[src/rtl/spi_master_ctrl_pkg.sv]
// Shared register map, bit positions and FSM state encoding for the SPI master controller.
package spi_ctrl_pkg;

  localparam logic [7:0] ADDR_CTRL   = 8'h00;
  localparam logic [7:0] ADDR_DIV    = 8'h01;
  localparam logic [7:0] ADDR_TXDATA = 8'h02;
  localparam logic [7:0] ADDR_RXDATA = 8'h03;
  localparam logic [7:0] ADDR_STATUS = 8'h04;

  localparam int CTRL_START   = 0;
  localparam int CTRL_MODE    = 1;
  localparam int CTRL_CS_HOLD = 2;

  localparam int STATUS_BUSY = 0;
  localparam int STATUS_DONE = 1;

  typedef enum logic [2:0] {
    IDLE,
    SETUP,
    SHIFT,
    HOLD,
    DONE
  } state_e;

endpackage

[src/rtl/spi_master_ctrl_if.sv]
// Register port plus SPI pins of the master controller.
// master = controller side, slave = register host / SPI target side.
interface spi_master_ctrl_if;
  logic [7:0] reg_addr;
  logic       reg_write;
  logic [7:0] reg_wdata;
  logic [7:0] reg_rdata;
  logic       ready;
  logic       cs_n;
  logic       sclk;
  logic       mosi;
  logic       miso;
  logic       mode;

  modport master (
    input  reg_addr, reg_write, reg_wdata, miso,
    output reg_rdata, ready, cs_n, sclk, mosi, mode
  );

  modport slave (
    output reg_addr, reg_write, reg_wdata, miso,
    input  reg_rdata, ready, cs_n, sclk, mosi, mode
  );
endinterface

[src/rtl/spi_master_ctrl_clk_div.sv]
// Half-period timer: emits a one-cycle tick every DIV+1 cycles, restarted by load_i.
// Tick is combinational from the counter register; no backpressure.
module spi_clk_div #(
  parameter int DIV_W = 8
) (
  input  logic             clk,
  input  logic             reset_n,
  input  logic             load_i,
  input  logic [DIV_W-1:0] div_i,
  output logic             tick_o
);

  logic [DIV_W-1:0] cnt_q;

  assign tick_o = (cnt_q == '0);

  always_ff @(posedge clk or negedge reset_n) begin
    if (!reset_n) begin
      cnt_q <= '0;
    end else if (load_i || tick_o) begin
      cnt_q <= div_i;
    end else begin
      cnt_q <= cnt_q - DIV_W'(1);
    end
  end

endmodule

[src/rtl/spi_master_ctrl.sv]
// Register-programmed SPI master: one DATA_W-bit full-duplex transfer per START, MSB first.
// Start write at t reaches DONE at t+1+(2*DATA_W+2)*(DIV+1); config writes ignored while busy (ready=0).
module spi_master_ctrl
  import spi_ctrl_pkg::*;
#(
  parameter int DIV_W  = 8,
  parameter int DATA_W = 8
) (
  input  logic               clk,
  input  logic               reset_n,
  spi_master_ctrl_if.master  bus
);

  localparam int HP_W = $clog2(2 * DATA_W);
  localparam logic [HP_W-1:0] LAST_HP = HP_W'(2 * DATA_W - 1);

  state_e            state_q;
  logic [DIV_W-1:0]  div_q;
  logic [DATA_W-1:0] tx_q;
  logic [DATA_W-1:0] tx_sh_q;
  logic [DATA_W-1:0] rx_sh_q;
  logic [DATA_W-1:0] rx_q;
  logic [HP_W-1:0]   hp_q;
  logic              mode_q;
  logic              cs_hold_q;
  logic              cs_n_q;
  logic              sclk_q;
  logic              done_q;
  logic [7:0]        rdata_q;

  logic              idle;
  logic              wr_ctrl;
  logic              wr_div;
  logic              wr_tx;
  logic              w1c;
  logic              start;
  logic              tick;
  logic [HP_W-1:0]   hp_d;
  logic              sclk_d;
  logic              rise;
  logic              fall;
  logic              done_d;
  logic [7:0]        rdata_d;

  assign idle    = (state_q == IDLE);
  assign wr_ctrl = bus.reg_write && (bus.reg_addr == ADDR_CTRL) && idle;
  assign wr_div  = bus.reg_write && (bus.reg_addr == ADDR_DIV) && idle;
  assign wr_tx   = bus.reg_write && (bus.reg_addr == ADDR_TXDATA) && idle;
  assign w1c     = bus.reg_write && (bus.reg_addr == ADDR_STATUS) && bus.reg_wdata[STATUS_DONE];
  assign start   = wr_ctrl && bus.reg_wdata[CTRL_START];

  // Even half-periods sit at the non-idle level, so mode 0 opens with a rise and mode 3 with a fall.
  assign hp_d   = (state_q == SHIFT) ? hp_q + HP_W'(1) : '0;
  assign sclk_d = mode_q ? hp_d[0] : ~hp_d[0];
  assign rise   = sclk_d & ~sclk_q;
  assign fall   = ~sclk_d & sclk_q;

  spi_clk_div #(.DIV_W(DIV_W)) u_clk_div (
    .clk    (clk),
    .reset_n(reset_n),
    .load_i (start),
    .div_i  (div_q),
    .tick_o (tick)
  );

  always_comb begin
    done_d = done_q;
    if (w1c) begin
      done_d = 1'b0;
    end
    if (state_q == DONE) begin
      done_d = 1'b1;
    end
  end

  always_comb begin
    rdata_d = '0;
    case (bus.reg_addr)
      ADDR_CTRL: begin
        rdata_d[CTRL_MODE]    = mode_q;
        rdata_d[CTRL_CS_HOLD] = cs_hold_q;
      end
      ADDR_DIV:    rdata_d = 8'(div_q);
      ADDR_TXDATA: rdata_d = 8'(tx_q);
      ADDR_RXDATA: rdata_d = 8'(rx_q);
      ADDR_STATUS: begin
        rdata_d[STATUS_BUSY] = ~idle;
        rdata_d[STATUS_DONE] = done_q;
      end
      default:     rdata_d = '0;
    endcase
  end

  always_ff @(posedge clk or negedge reset_n) begin
    if (!reset_n) begin
      state_q   <= IDLE;
      div_q     <= '0;
      tx_q      <= '0;
      tx_sh_q   <= '0;
      rx_sh_q   <= '0;
      rx_q      <= '0;
      hp_q      <= '0;
      mode_q    <= 1'b0;
      cs_hold_q <= 1'b0;
      cs_n_q    <= 1'b1;
      sclk_q    <= 1'b0;
      done_q    <= 1'b0;
      rdata_q   <= '0;
    end else begin
      rdata_q <= rdata_d;
      done_q  <= done_d;
      if (wr_div) begin
        div_q <= DIV_W'(bus.reg_wdata);
      end
      if (wr_tx) begin
        tx_q <= DATA_W'(bus.reg_wdata);
      end
      case (state_q)
        IDLE: begin
          if (wr_ctrl) begin
            mode_q    <= bus.reg_wdata[CTRL_MODE];
            cs_hold_q <= bus.reg_wdata[CTRL_CS_HOLD];
            sclk_q    <= bus.reg_wdata[CTRL_MODE];
            if (start) begin
              state_q <= SETUP;
              cs_n_q  <= 1'b0;
              tx_sh_q <= tx_q;
              rx_sh_q <= '0;
            end else begin
              cs_n_q <= cs_n_q | ~bus.reg_wdata[CTRL_CS_HOLD];
            end
          end
        end
        SETUP, SHIFT: begin
          if (tick) begin
            if ((state_q == SHIFT) && (hp_q == LAST_HP)) begin
              state_q <= HOLD;
            end else begin
              state_q <= SHIFT;
              hp_q    <= hp_d;
              sclk_q  <= sclk_d;
              if (rise) begin
                rx_sh_q <= {rx_sh_q[DATA_W-2:0], bus.miso};
              end
              // No shift before the first sample (mode 3 lead-in) nor after the last one (mode 0 tail).
              if (fall && (hp_d != '0) && (hp_d != LAST_HP)) begin
                tx_sh_q <= tx_sh_q << 1;
              end
            end
          end
        end
        HOLD: begin
          if (tick) begin
            state_q <= DONE;
            cs_n_q  <= ~cs_hold_q;
          end
        end
        DONE: begin
          rx_q    <= rx_sh_q;
          state_q <= IDLE;
        end
        default: state_q <= IDLE;
      endcase
    end
  end

  assign bus.reg_rdata = rdata_q;
  assign bus.ready     = idle;
  assign bus.cs_n      = cs_n_q;
  assign bus.sclk      = sclk_q;
  assign bus.mosi      = tx_sh_q[DATA_W-1];
  assign bus.mode      = mode_q;

endmodule

[src/flat_wrapper.sv]
// flat-port wrapper written by rule: the top's interface ports become plain ports
module spi_master_ctrl_flat import spi_ctrl_pkg::*;
#(
  parameter int DIV_W  = 8,
  parameter int DATA_W = 8
)
  (clk, reset_n, bus_reg_addr, bus_reg_write, bus_reg_wdata, bus_miso, bus_reg_rdata, bus_ready, bus_cs_n, bus_sclk, bus_mosi, bus_mode);
  spi_master_ctrl_if bus_i ();
  input  logic clk;
  input  logic reset_n;
  input wire logic [$bits(bus_i.reg_addr)-1:0] bus_reg_addr;
  input wire logic [$bits(bus_i.reg_write)-1:0] bus_reg_write;
  input wire logic [$bits(bus_i.reg_wdata)-1:0] bus_reg_wdata;
  input wire logic [$bits(bus_i.miso)-1:0] bus_miso;
  output wire logic [$bits(bus_i.reg_rdata)-1:0] bus_reg_rdata;
  output wire logic [$bits(bus_i.ready)-1:0] bus_ready;
  output wire logic [$bits(bus_i.cs_n)-1:0] bus_cs_n;
  output wire logic [$bits(bus_i.sclk)-1:0] bus_sclk;
  output wire logic [$bits(bus_i.mosi)-1:0] bus_mosi;
  output wire logic [$bits(bus_i.mode)-1:0] bus_mode;
  assign bus_i.reg_addr = bus_reg_addr;
  assign bus_i.reg_write = bus_reg_write;
  assign bus_i.reg_wdata = bus_reg_wdata;
  assign bus_i.miso = bus_miso;
  assign bus_reg_rdata = bus_i.reg_rdata;
  assign bus_ready = bus_i.ready;
  assign bus_cs_n = bus_i.cs_n;
  assign bus_sclk = bus_i.sclk;
  assign bus_mosi = bus_i.mosi;
  assign bus_mode = bus_i.mode;
  spi_master_ctrl #(.DIV_W(DIV_W), .DATA_W(DATA_W)) u_core (.clk(clk), .reset_n(reset_n), .bus(bus_i));
endmodule
[config.mk]
export PLATFORM = sky130hd
export DESIGN_NAME = spi_master_ctrl_flat
export DESIGN_NICKNAME = d
export VERILOG_FILES = /design/src/rtl/spi_master_ctrl_pkg.sv /design/src/rtl/spi_master_ctrl_if.sv /design/src/rtl/spi_master_ctrl_clk_div.sv /design/src/rtl/spi_master_ctrl.sv /design/src/flat_wrapper.sv
export SDC_FILE = /design/constraint.sdc
export NUM_CORES = 1
export LEC_CHECK = 0
export ABC_CLOCK_PERIOD_IN_PS = 2800
export CORE_MARGIN = 2
export CORE_UTILIZATION = 40
export CTS_BUF_LIST = sky130_fd_sc_hd__clkbuf_4
export DETAILED_ROUTE_END_ITERATION = 8
export PLACE_DENSITY = 0.57
export SYNTH_ARGS = -nofsm -noshare
export SYNTH_HDL_FRONTEND = slang
export SYNTH_SLANG_ARGS = --single-unit
[constraint.sdc]
create_clock -name clk -period 2.8 [get_ports clk]
set_input_delay 0.56 -clock clk [delete_from_list [all_inputs] [get_ports clk]]
set_output_delay 0.56 -clock clk [all_outputs]
set_load 0.03 [all_outputs]
[Yosys cells after proc, flatten, opt, wreduce, memory -nomap -nowiden]
Index checks and enable logic that the tools add are counted.
Cells by class
  add/sub/neg operators: 2
  equality and inequality tests: 17
  mux-type cells: 35
  bitwise gates (word level): 10
  reduce and logical (&&, ||, !) cells: 28
Operators by type and width (number)
  8-bit two-way mux: 11
  8-bit one-hot mux with 2 select lines: 2
  8-bit by 2-bit == test with 1-bit output (second input constant): 2
  8-bit logical NOT: 2
  5-bit one-hot mux with 3 select lines: 1
  1-bit logical AND: 12
  3-bit two-way mux: 4
  6-bit AND reduction: 2
  1-bit two-way mux: 10
  2-bit inequality test (second input constant): 5
  3-bit one-hot mux with 3 select lines: 1
  8-bit by 1-bit == test with 1-bit output (second input constant): 1
  8-bit by 3-bit == test with 1-bit output (second input constant): 1
  1-bit one-hot mux with 4 select lines: 2
  4-bit AND reduction: 2
  8-bit by 1-bit subtractor with 8-bit output (second input constant): 1
  1-bit NOT: 7
  3-bit by 2-bit == test with 1-bit output (second input constant): 2
  3-bit AND reduction: 2
  2-bit nonzero test: 3
  1-bit one-hot mux with 5 select lines: 1
  4-bit by 1-bit adder with 4-bit output (second input constant): 1
  4-bit == test (second input constant): 1
  4-bit two-way mux: 1
  12 further kinds: 15
Storage, ports and cells
  flip-flop bits (word level): 68
  input port bits: 20
  output and inout port bits: 13
  word-level logic and storage cells: 106

[Logic depth before layout (Yosys ltp)]
  depth after elaboration: 12
  mapped depth: 8
  mapped depth without buffers: 7

[Modules after synthesis]
A second synthesis with hierarchy kept.
Second synthesis, totals
  cells, all modules: 296
  area total of the unflattened synthesis: 3414.5 µm²
Modules (own cells, without submodules)
  spi_master_ctrl: times used 1, cells each 250, area an instance 2952.8 µm², sequential area each 1502.7 µm²
  spi_clk_div: times used 1, cells each 46, area an instance 461.7 µm², sequential area each 200.2 µm²

[Least setup slack after synthesis]
OpenSTA, ideal clock, no wires.
  kind: flip-flop to flip-flop
  from: register u_core.state_q[2]
  to: register u_core.tx_q[0]
  setup time: 0.125 ns
  arrival time: 2.486 ns
  required time: 2.675 ns
  path slack: 0.189 ns
  cell stages (with the launch flop): 5
  path buffers: 0
  period minus slack after synthesis: 2.611 ns
  cell sequence: dfrtp_1 -> nor3_1 -> nand3_1 -> nor3b_2 -> mux2_2
On the way
  word-level cells in the longest chain between the ends: 2
Ends and longest elaborated chain
  from (decl): line spi_master_ctrl.sv:17  | state_e state_q;
  from (signal assigned): line spi_master_ctrl.sv:96  | state_q <= IDLE;
  from (signal assigned): line spi_master_ctrl.sv:125  | state_q <= SETUP;
  from (signal assigned): line spi_master_ctrl.sv:137  | state_q <= HOLD;
  3-bit logical NOT: line spi_master_ctrl.sv:45  | assign idle = (state_q == IDLE);
  via bus_ready: line flat_wrapper.sv:16  | output wire logic [$bits(bus_i.ready)-1:0] bus_ready;
  1-bit logical AND: line spi_master_ctrl.sv:48  | assign wr_tx = bus.reg_write && (bus.reg_addr == ADDR_TXDATA) && idle;
  to (signal assigned): line spi_master_ctrl.sv:116  | tx_q <= DATA_W'(bus.reg_wdata);
  to (decl): line spi_master_ctrl.sv:19  | logic [DATA_W-1:0] tx_q;
The timed path passes the listed nets, and every way through them passes these cells.
A chain may end at the register's enable or synchronous reset.

[Final worst setup path]
  from: register u_core.state_q[1]
  to: output port bus_ready
On the way
  word-level cells in the longest chain between the ends: 1
Ends and longest elaborated chain (line)
  3-bit logical NOT: spi_master_ctrl.sv:45
  to (decl): flat_wrapper.sv:16
No other way between the ends.

==> metrics.cfg <==
[routing]
vias = 2375
drt_first_pass_iters = 4
drt_wl_total_um = 7450
post_drt_wl_per_cell_um = 16.4
drc = 0
avgViaCountPerCell = 5.24
ant_nets = 0
drt_iter0_markers = 92

[cts]
clockBufferDepth = 2
h-tree-depth = 3
post_cts_buffers = 0
cts_hold_buf = 0
cts_sinks = 68
clk_pin_slew_worst_paths_ns = 0.12
clock-root-buffer = clkbuf_4
insertion_delay_ns = 0.41
cts_tree = yes
ctsResizeCount = 0
numCtsBuffers = 9

[timing]
worst_pin_slew_ns = 0.591
fin_skew_ns = 0.0126
fmax_ghz = 0.391
rsz0062_at_grt = no
finalCriticalPeriod_ns = 2.56
fin_setup_tns_ns = 0
relSlewSlack_pct = 60.3
min_period_over_period_pct = 91.3
finalHoldViolCount = 0
slew_viol_final = 0
setup_viol = 0

[synth]
ys_seq_area_share_pct = 50.6
yosysTopAreaCell = dfrtp_1
async_reset_ff_share_pct = 100
syn_nets = 320
ys.flop_type = dfrtp_1
synth.top_cells.by_count = dfrtp_1, mux2_2, nand2_1, inv_1, o21ai_0
syn_avg_cell_area_um2 = 11.3
synth_area_leaders = dfrtp_1, mux2_2, nand2_1
synth-seq-cells = 68
yosysWarnings = 0
ys_types = 50
synth_edf_count = 0
synth.most_common_cell = dfrtp_1
synth.cell_area_mm2 = 0.00337
postSynthCellCount = 297
synth.top_cell.area_share_pct = 49.8

[critical_path]
cp.arrival_ns = 2.00
endpoint_kind = output port
worstSetupStartpointType = register
critical_path_class = register to output port
critical_path_required_ns = 2.24
worst-path-max-fanout = 11
rrSetupSlack_ns = 0.50

[floorplanning]
die_y_um = 95.7
row_count = 33
initial_utilization_pct = 41.2
fp.dieArea_mm2 = 0.00916
core_mm2 = 0.00818
num_io_pins = 33
die_w_um = 95.7

[placed_design]
hpwl_um = 5520
gp_congestion = 0.866
dpl.cell_count = 438
place_area_mm2 = 0.00389
io_buffers = 32

[grt]
grt_pass1_vias = 2423
grt_pass1_wl_um = 12500
antenna_found_initial = 0
grt_overflow = 0
grt_util_all_layers_pct = 18.2
grt_max_degree = 47

[pwr]
p_total_mw = 1.69
powerDensity_mw_per_mm2 = 421
vdd_ir_drop_max_v = 0.000345
leakagePower_nw = 1.93

[cells_and_area]
fin_cells = 453
fin_nets = 367
areaGrowthSynthToFinish_pct = 19.5
diodes = 0
design_area_mm2 = 0.00402
layout-drive-gt1-share_pct = 26.1

[outcome]
status = finished clean

[flow_run]
cap_violations = 0

[min_path]
worstHoldPathType = input pin to asynchronous set/reset pin

-- metal layers --
metal  share of wire (%)  GRT usage (%)
met5                   0              0
met4                 1.4           6.79
met3                 2.7           2.74
met2                  45           26.6
met1                  51           27.3
-- worst max-delay path: stages (launching register included) --
cell	delay [ns]
dfrtp_1	0.53
nor3_1	0.33
clkdlybuf4s50_1	0.73
-- worst paths after layout --
check                                  start           endpoint  cells past startpoint
min                                  reset_n  u_core.state_q[2]                      1
max reg2reg                   u_core.hp_q[0]  u_core.rx_sh_q[0]                      7
min in group clk           u_core.tx_sh_q[0]  u_core.tx_sh_q[0]                      1
max                        u_core.state_q[1]          bus_ready                      2
max in group asynchronous            reset_n  u_core.tx_sh_q[1]                      2
min reg2reg                u_core.tx_sh_q[0]  u_core.tx_sh_q[0]                      1
-- kinds of logic (layout without fill, tap and decap cells) --
logic type	Yosys count	after routing	synth area share [%]
AOI/OAI and AO/OA	41	41	8.48
xor gates and xnor gates	9	9	2.34
adders and majority gates	3	3	1.12
buffers and inverters	28	79	3.23
DFF	68	68	50.6
muxes	57	57	19.4
and+or+nand+nor	91	91	14.9
-- layout by cell type, fill, tap and decap left out, types with 2 or more instances in the layout --
cell,instances
ha_1,3
and3_1,2
nor3b_2,2
or2_2,2
o21ai_0,15
nor3_1,4
nand3b_1,3
and2_1,2
xnor2_1,6
inv_1,17
nand2_1,29
xor2_1,3
nand2b_1,5
a22oi_1,6
clkbuf_4,10
a31oi_1,2
clkdlybuf4s50_1,31
a21oi_1,4
nand3_1,13
a32o_1,2
mux2_2,45
nor3b_1,3
buf_4,14
nor4b_1,2
nor2_1,12
mux4_2,2
clkinv_2,3
mux2i_1,10
dfrtp_1,67
or3_1,2
nand4bb_1,2
-- area by class of cell --
cell class | instances | area [um^2]
clock buffer | 10 | 75.1
clock inverter | 5 | 53.8
timing repair buffer | 47 | 440
inverter | 17 | 63.8
fill | 796 | 4150
sequential | 68 | 1700
tap | 105 | 131
multi-input combinational | 201 | 1550
-- through the flow --
| step | utilization [%] | worst slack (ns) | hold slack, ns |
|---|---|---|---|
| after floorplan | - | 0.189 | 0.264 |
| after global placement | 47.6 | -0.0127 | 0.477 |
| after detailed placement | 47.6 | -0.0420 | 0.486 |
| after CTS | 49.2 | 0.237 | 0.134 |
| after global routing | 49.2 | 0.139 | 0.171 |
| final | 49.2 | 0.243 | 0.130 |
-- state kept, by name, summed over array words and instances, names as in the netlist --
register,flops
u_core.state_q,3
u_core.tx_q,8
u_core.u_clk_div.cnt_q,8
u_core.rx_sh_q,8
u_core.bus.reg_rdata,8
u_core.cs_hold_q,1
u_core.rx_q,8
u_core.hp_q,4
u_core.bus.mode,1
u_core.done_q,1
u_core.div_q,8
u_core.bus.sclk,1
u_core.bus.cs_n,1
u_core.tx_sh_q,8
-- report_power, final --
| group | switching, mW | internal [mW] | total, mW |
|---|---|---|---|
| sequential | 0.000990 | 0.982 | 0.983 |
| clock | 0.348 | 0.275 | 0.623 |
| combinational | 0.0479 | 0.0383 | 0.0862 |
| total | 0.397 | 1.30 | 1.69 |
Note: power is estimated with default switching activity, not from simulation.
